## src/rtl/triangle_assembler.sv

```systemverilog
// rtl/triangle_assembler.sv - assembles a vertex stream into list/strip/fan triangles for triangle setup
// Optional feature: TRI_ASM_DEGEN_DROP_EN rejects triangles with two vertices sharing x and y.
package tri_asm_pkg;
  typedef struct packed {
    logic [15:0] x;
    logic [15:0] y;
    logic [15:0] z;
  } vertex_t;
endpackage

module triangle_assembler
  import tri_asm_pkg::*;
#(
  parameter int COUNT_W = 16
) (
  input  logic               clk,
  input  logic               rst_n,
  input  vertex_t            in_vertex,
  input  logic               in_valid,
  input  logic               in_last,
  output logic               in_ready,
  input  logic [1:0]         mode,
  output vertex_t            setup_v0,
  output vertex_t            setup_v1,
  output vertex_t            setup_v2,
  output logic               setup_start,
  input  logic               setup_busy,
  input  logic               setup_done,
  output logic [COUNT_W-1:0] tri_count,
  output logic [COUNT_W-1:0] drop_count
);

  typedef enum logic [1:0] {
    S_COLLECT = 2'd0,
    S_ISSUE   = 2'd1,
    S_WAIT    = 2'd2
  } state_e;

  state_e             state_q, state_d;
  logic [1:0]         vcnt_q, vcnt_d;
  logic               parity_q, parity_d;
  logic [1:0]         cur_mode_q, cur_mode_d;
  vertex_t            a_q, a_d, b_q, b_d;
  vertex_t            v0_q, v0_d, v1_q, v1_d, v2_q, v2_d;
  logic [COUNT_W-1:0] tri_count_q, tri_count_d;
  logic [COUNT_W-1:0] drop_count_q, drop_count_d;

  logic       accept;
  logic [1:0] eff_mode;
  logic       is_strip, is_fan, is_list;
  logic [1:0] vcnt_inc;
  logic       form, swap, degen, issue;
  vertex_t    t0, t1;

  assign in_ready = (state_q == S_COLLECT) && rst_n;
  assign accept   = in_valid && in_ready;

  // Mode only matters at primitive start; mid-primitive changes are ignored.
  assign eff_mode = (vcnt_q == 2'd0) ? mode : cur_mode_q;
  assign is_strip = (eff_mode == 2'b01);
  assign is_fan   = (eff_mode == 2'b10);
  assign is_list  = !is_strip && !is_fan;
  assign vcnt_inc = (vcnt_q == 2'd3) ? 2'd3 : vcnt_q + 2'd1;
  assign form     = accept && (is_list ? (vcnt_q == 2'd2) : (vcnt_q >= 2'd2));
  assign swap     = is_strip && parity_q;
  assign t0       = swap ? b_q : a_q;
  assign t1       = swap ? a_q : b_q;

`ifdef TRI_ASM_DEGEN_DROP_EN
  assign degen = ((t0.x == t1.x) && (t0.y == t1.y)) ||
                 ((t0.x == in_vertex.x) && (t0.y == in_vertex.y)) ||
                 ((t1.x == in_vertex.x) && (t1.y == in_vertex.y));
`else
  assign degen = 1'b0;
`endif

  assign issue = form && !degen;

  always_comb begin
    state_d      = state_q;
    setup_start  = 1'b0;
    vcnt_d       = vcnt_q;
    parity_d     = parity_q;
    cur_mode_d   = cur_mode_q;
    a_d          = a_q;
    b_d          = b_q;
    v0_d         = v0_q;
    v1_d         = v1_q;
    v2_d         = v2_q;
    tri_count_d  = tri_count_q;
    drop_count_d = drop_count_q;

    if (accept) begin
      if (vcnt_q == 2'd0) begin
        a_d        = in_vertex;
        cur_mode_d = mode;
        parity_d   = 1'b0;
      end else if (vcnt_q == 2'd1) begin
        b_d = in_vertex;
      end else if (is_strip) begin
        a_d      = b_q;
        b_d      = in_vertex;
        parity_d = !parity_q;
      end else if (is_fan) begin
        b_d = in_vertex;
      end

      vcnt_d = (is_list && (vcnt_q == 2'd2)) ? 2'd0 : vcnt_inc;

      if (in_last) begin
        vcnt_d   = 2'd0;
        parity_d = 1'b0;
        if (!form) begin
          drop_count_d = drop_count_q + COUNT_W'(vcnt_inc);
        end
      end

      if (form && degen) begin
        drop_count_d = drop_count_q + COUNT_W'(1);
      end
    end

    case (state_q)
      S_COLLECT: begin
        if (issue) begin
          state_d = S_ISSUE;
          v0_d    = t0;
          v1_d    = t1;
          v2_d    = in_vertex;
        end
      end
      S_ISSUE: begin
        if (!setup_busy) begin
          setup_start = 1'b1;
          state_d     = S_WAIT;
        end
      end
      S_WAIT: begin
        if (setup_done) begin
          state_d     = S_COLLECT;
          tri_count_d = tri_count_q + COUNT_W'(1);
        end
      end
      default: state_d = S_COLLECT;
    endcase
  end

  always_ff @(posedge clk or negedge rst_n) begin
    if (!rst_n) begin
      state_q      <= S_COLLECT;
      vcnt_q       <= 2'd0;
      parity_q     <= 1'b0;
      cur_mode_q   <= 2'b00;
      a_q          <= '0;
      b_q          <= '0;
      v0_q         <= '0;
      v1_q         <= '0;
      v2_q         <= '0;
      tri_count_q  <= '0;
      drop_count_q <= '0;
    end else begin
      state_q      <= state_d;
      vcnt_q       <= vcnt_d;
      parity_q     <= parity_d;
      cur_mode_q   <= cur_mode_d;
      a_q          <= a_d;
      b_q          <= b_d;
      v0_q         <= v0_d;
      v1_q         <= v1_d;
      v2_q         <= v2_d;
      tri_count_q  <= tri_count_d;
      drop_count_q <= drop_count_d;
    end
  end

  assign setup_v0   = v0_q;
  assign setup_v1   = v1_q;
  assign setup_v2   = v2_q;
  assign tri_count  = tri_count_q;
  assign drop_count = drop_count_q;

endmodule

```

## config.mk

```make
export PLATFORM = sky130hd
export DESIGN_NAME = triangle_assembler
export DESIGN_NICKNAME = d
export VERILOG_FILES = /design/src/rtl/triangle_assembler.sv
export SDC_FILE = /design/constraint.sdc
export NUM_CORES = 1
export LEC_CHECK = 0
export ABC_AREA = 1
export BUFFER_PORTS_ARGS = -buffer_cell sky130_fd_sc_hd__buf_2
export CORE_MARGIN = 5
export CORE_UTILIZATION = 56
export CTS_BUF_LIST = sky130_fd_sc_hd__clkbuf_16
export DETAILED_ROUTE_END_ITERATION = 7
export PLACE_DENSITY = 0.81
export SKIP_CTS_REPAIR_TIMING = 1
export SLEW_MARGIN = 10
export SYNTH_ARGS = -nofsm -noshare
export SYNTH_HDL_FRONTEND = slang
export SYNTH_SLANG_ARGS = --single-unit
```

## constraint.sdc

```tcl
create_clock -name clk -period 2.2 [get_ports clk]
set_input_delay 0.44 -clock clk [delete_from_list [all_inputs] [get_ports clk]]
set_output_delay 0.44 -clock clk [all_outputs]
set_load 0.005 [all_outputs]
```

==> results.py <==
metrics = {
    "critical_path": {
        "cp_max_fo": 23,
        "criticalPathCategory": "reg2reg",
        "cp_slowest_stage_delay_ns": 0.40,
        "cp-end-kind": "register",
        "worstPathArrival_ns": 2.56,
        "crit_required_ns": 2.61,
        "cp-start-kind": "register",
        "cp.buffers_inverters": 3,
        "worstPathCellList": "nor2_4 -> mux2i_1 -> ha_1 -> nand2_1 -> nand2_1 -> nor2_4 -> buf_4 -> inv_6 -> buf_12 -> nand2_1 -> o21ai_1",
        "crit_path_top_delay_cell": "dfrtp_1",
        "crit_top_cell": "nand2_1",
        "path_delay_family": "simple AND/OR/NAND/NOR gates",
    },
    "cells_and_area": {
        "syn_to_final_growth_pct": 19.8,
        "nets": 1759,
        "layout_common_cells": "nand2_1 (532), dfrtp_1 (279), buf_2 (232)",
        "instances_no_fill": 1998,
        "diodes": 0,
        "drive_above_1_share": 0.205,
        "mostFrequentLayoutCell": "nand2_1",
        "fillers": 1687,
    },
    "yosys": {
        "yosysSeqAreaShare": 0.555,
        "netlist_area_um2": 12600,
        "yosysUniqueCellTypes": 32,
        "async_reset_ff_frac": 1.00,
        "syn_inst": 1479,
        "syn_nets": 1540,
        "synth_top_area_cell": "dfrtp_1",
        "synth_top_area_frac": 0.555,
        "ys_ff_latch": 279,
        "ys.flop_type": "dfrtp_1",
        "synth_area_leaders": "dfrtp_1 (55%), nand2_1 (16%), o21ai_0 (6.4%)",
        "syn_area_per_cell_um2": 8.51,
        "yosysWarnings": 0,
        "synth-edff-count": 0,
    },
    "timing": {
        "hold_violations": 0,
        "final_max_slew_viol_count": 0,
        "worst_pin_slew_ns": 0.755,
        "period_needed_ns": 2.15,
        "slew_headroom": 0.496,
        "whs_ns": 0.127,
        "fin_skew_ns": 0.0115,
        "rsz0062_at_grt": "true",
        "setup-violations-final": 0,
        "period_share": 0.977,
        "max_freq_mhz": 465,
    },
    "run_status": {
        "status": "finished clean",
    },
    "clocking": {
        "path_clk_slew_ns": 0.06,
        "ctsHtreeMaxLevel": 1,
        "cts.sinks": 279,
        "clk-insertion-delay-late_ns": 0.54,
        "clockBufferDepth": 3,
        "cts_tree": "yes",
        "cts_buffers": 29,
        "root_buffer": "clkbuf_16",
    },
    "power": {
        "leakage_nw": 7.91,
        "peakVddDrop_mv": 0.949,
        "power_density_nw_per_um2": 1400,
    },
    "placed_design": {
        "dpl.hpwl_um": 20000,
        "gp_congestion": 0.833,
        "portBuffers": 233,
        "dp_cells": 1936,
    },
    "routing": {
        "totalWireLength_um": 30500,
        "drc_errors": 0,
        "viasPerCell": 5.31,
        "dr.pass1.iters": 5,
        "wl_per_cell_um": 15.3,
        "drtIter0Drc": 818,
        "ant_nets": 0,
        "via_count": 10600,
    },
    "global_routing": {
        "grt_pass1_vias": 10400,
        "grt_max_degree": 142,
        "grt_overflow": 0,
        "globalRouteTotalUtil": 0.234,
        "antenna_found_initial": 0,
        "grt_pass1_wl_um": 50800,
    },
    "flow_run": {
        "maxCapViolations": 0,
    },
    "worst_hold_path": {
        "hold_path.class": "in2reg",
    },
    "floorplanning": {
        "die-width_um": 160,
        "pin_count": 234,
        "start_util": 0.573,
        "die_area_um2": 25600,
        "fp-row-count": 54,
        "die_h_um": 160,
        "core_um2": 22000,
    },
}
power by group:
| part | switching [W] | internal [W] |
|---|---|---|
| Sequential | 0.00128 | 0.00738 |
| Clock | 0.00198 | 0.00284 |
| Combinational | 0.00462 | 0.00305 |
| Total | 0.00787 | 0.0133 |
sequential cells by signal, summed over array words and instances (netlist names):
| name | cells |
|---|---|
| setup_v0 | 48 |
| setup_v1 | 48 |
| state_q | 2 |
| cur_mode_q | 2 |
| parity_q | 1 |
| setup_v2 | 48 |
| a_q | 48 |
| tri_count | 16 |
| drop_count | 16 |
| vcnt_q | 2 |
| b_q | 48 |
final timing paths:
kind / start / end / slack (ns) / depth (start not counted)
setup / recovery: vcnt_q[1]$_DFFE_PN0P_ / setup_v0[4]$_DFFE_PN0P_ / 0.05 / 11
hold / removal: setup_done / state_q[1]$_DFFE_PN0P_ / 0.13 / 2
setup reg to reg: vcnt_q[1]$_DFFE_PN0P_ / setup_v0[4]$_DFFE_PN0P_ / 0.05 / 11
hold reg to reg: setup_v2[20]$_DFFE_PN0P_ / setup_v2[20]$_DFFE_PN0P_ / 0.46 / 2
max in group asynchronous: rst_n / setup_v1[43]$_DFFE_PN0P_ / 0.83 / 3
min in group asynchronous: rst_n / tri_count[0]$_DFFE_PN0P_ / 0.38 / 2
cell families after synthesis:
family / count (synthesis) / share of synthesized area
flip-flops: 279 / 0.555
AND/OR/NAND/NOR: 605 / 0.189
multiplexers: 1 / 0.000795
XOR/XNOR: 14 / 0.00974
AO/OA/AOI/OAI: 355 / 0.163
buffers and inverters: 220 / 0.0766
adder cells (fa/ha/maj): 5 / 0.00557
routing by layer:
metal	GRT usage	wire, µm	up-vias
met5	0	0	-
met4	0.0594	670	0
met3	0.0505	2400	53
met2	0.391	14600	331
met1	0.315	12800	5026
li1	-	-	5196
Yosys cell counts (6+ instances only):
library cell    n
o21ai_0       162
nand3_1        17
xnor2_1         7
buf_6          11
inv_1         134
o211ai_1       25
xor2_1          7
buf_4           6
nor2_1         33
dfrtp_1       279
nand4_1         8
o21ai_1       131
clkbuf_1       37
o21ai_2        10
o211ai_2       23
buf_2          26
nand2_1       534
metrics by stage:
step | worst slack [ns] | util | setup TNS, ns | instance area (µm²) | power, W
floorplan | 0.218 | - | 0 | 12600 | 0.0133
global placement | 0.135 | 0.639 | 0 | 14000 | 0.0159
detailed placement | 0.0535 | 0.639 | 0 | 14000 | 0.0163
CTS | 0.0638 | 0.682 | 0 | 15000 | 0.0213
global route | -0.0743 | 0.687 | -3.60 | 15100 | 0.0229
finish | 0.0516 | 0.687 | 0 | 15100 | 0.0211
layout make-up:
class                           count  area, µm²  share of cell area
Tap cell                          280        350              0.0232
Inverter                          137        529              0.0351
Timing Repair inverter              3       26.3             0.00174
Timing Repair Buffer              268       1610               0.107
Clock buffer                       29        726              0.0481
Multi-Input combinational cell    980       4650               0.309
Sequential cell                   279       6980               0.463
Clock inverter                     22        201              0.0134
Power figures use the tool's default switching activity.
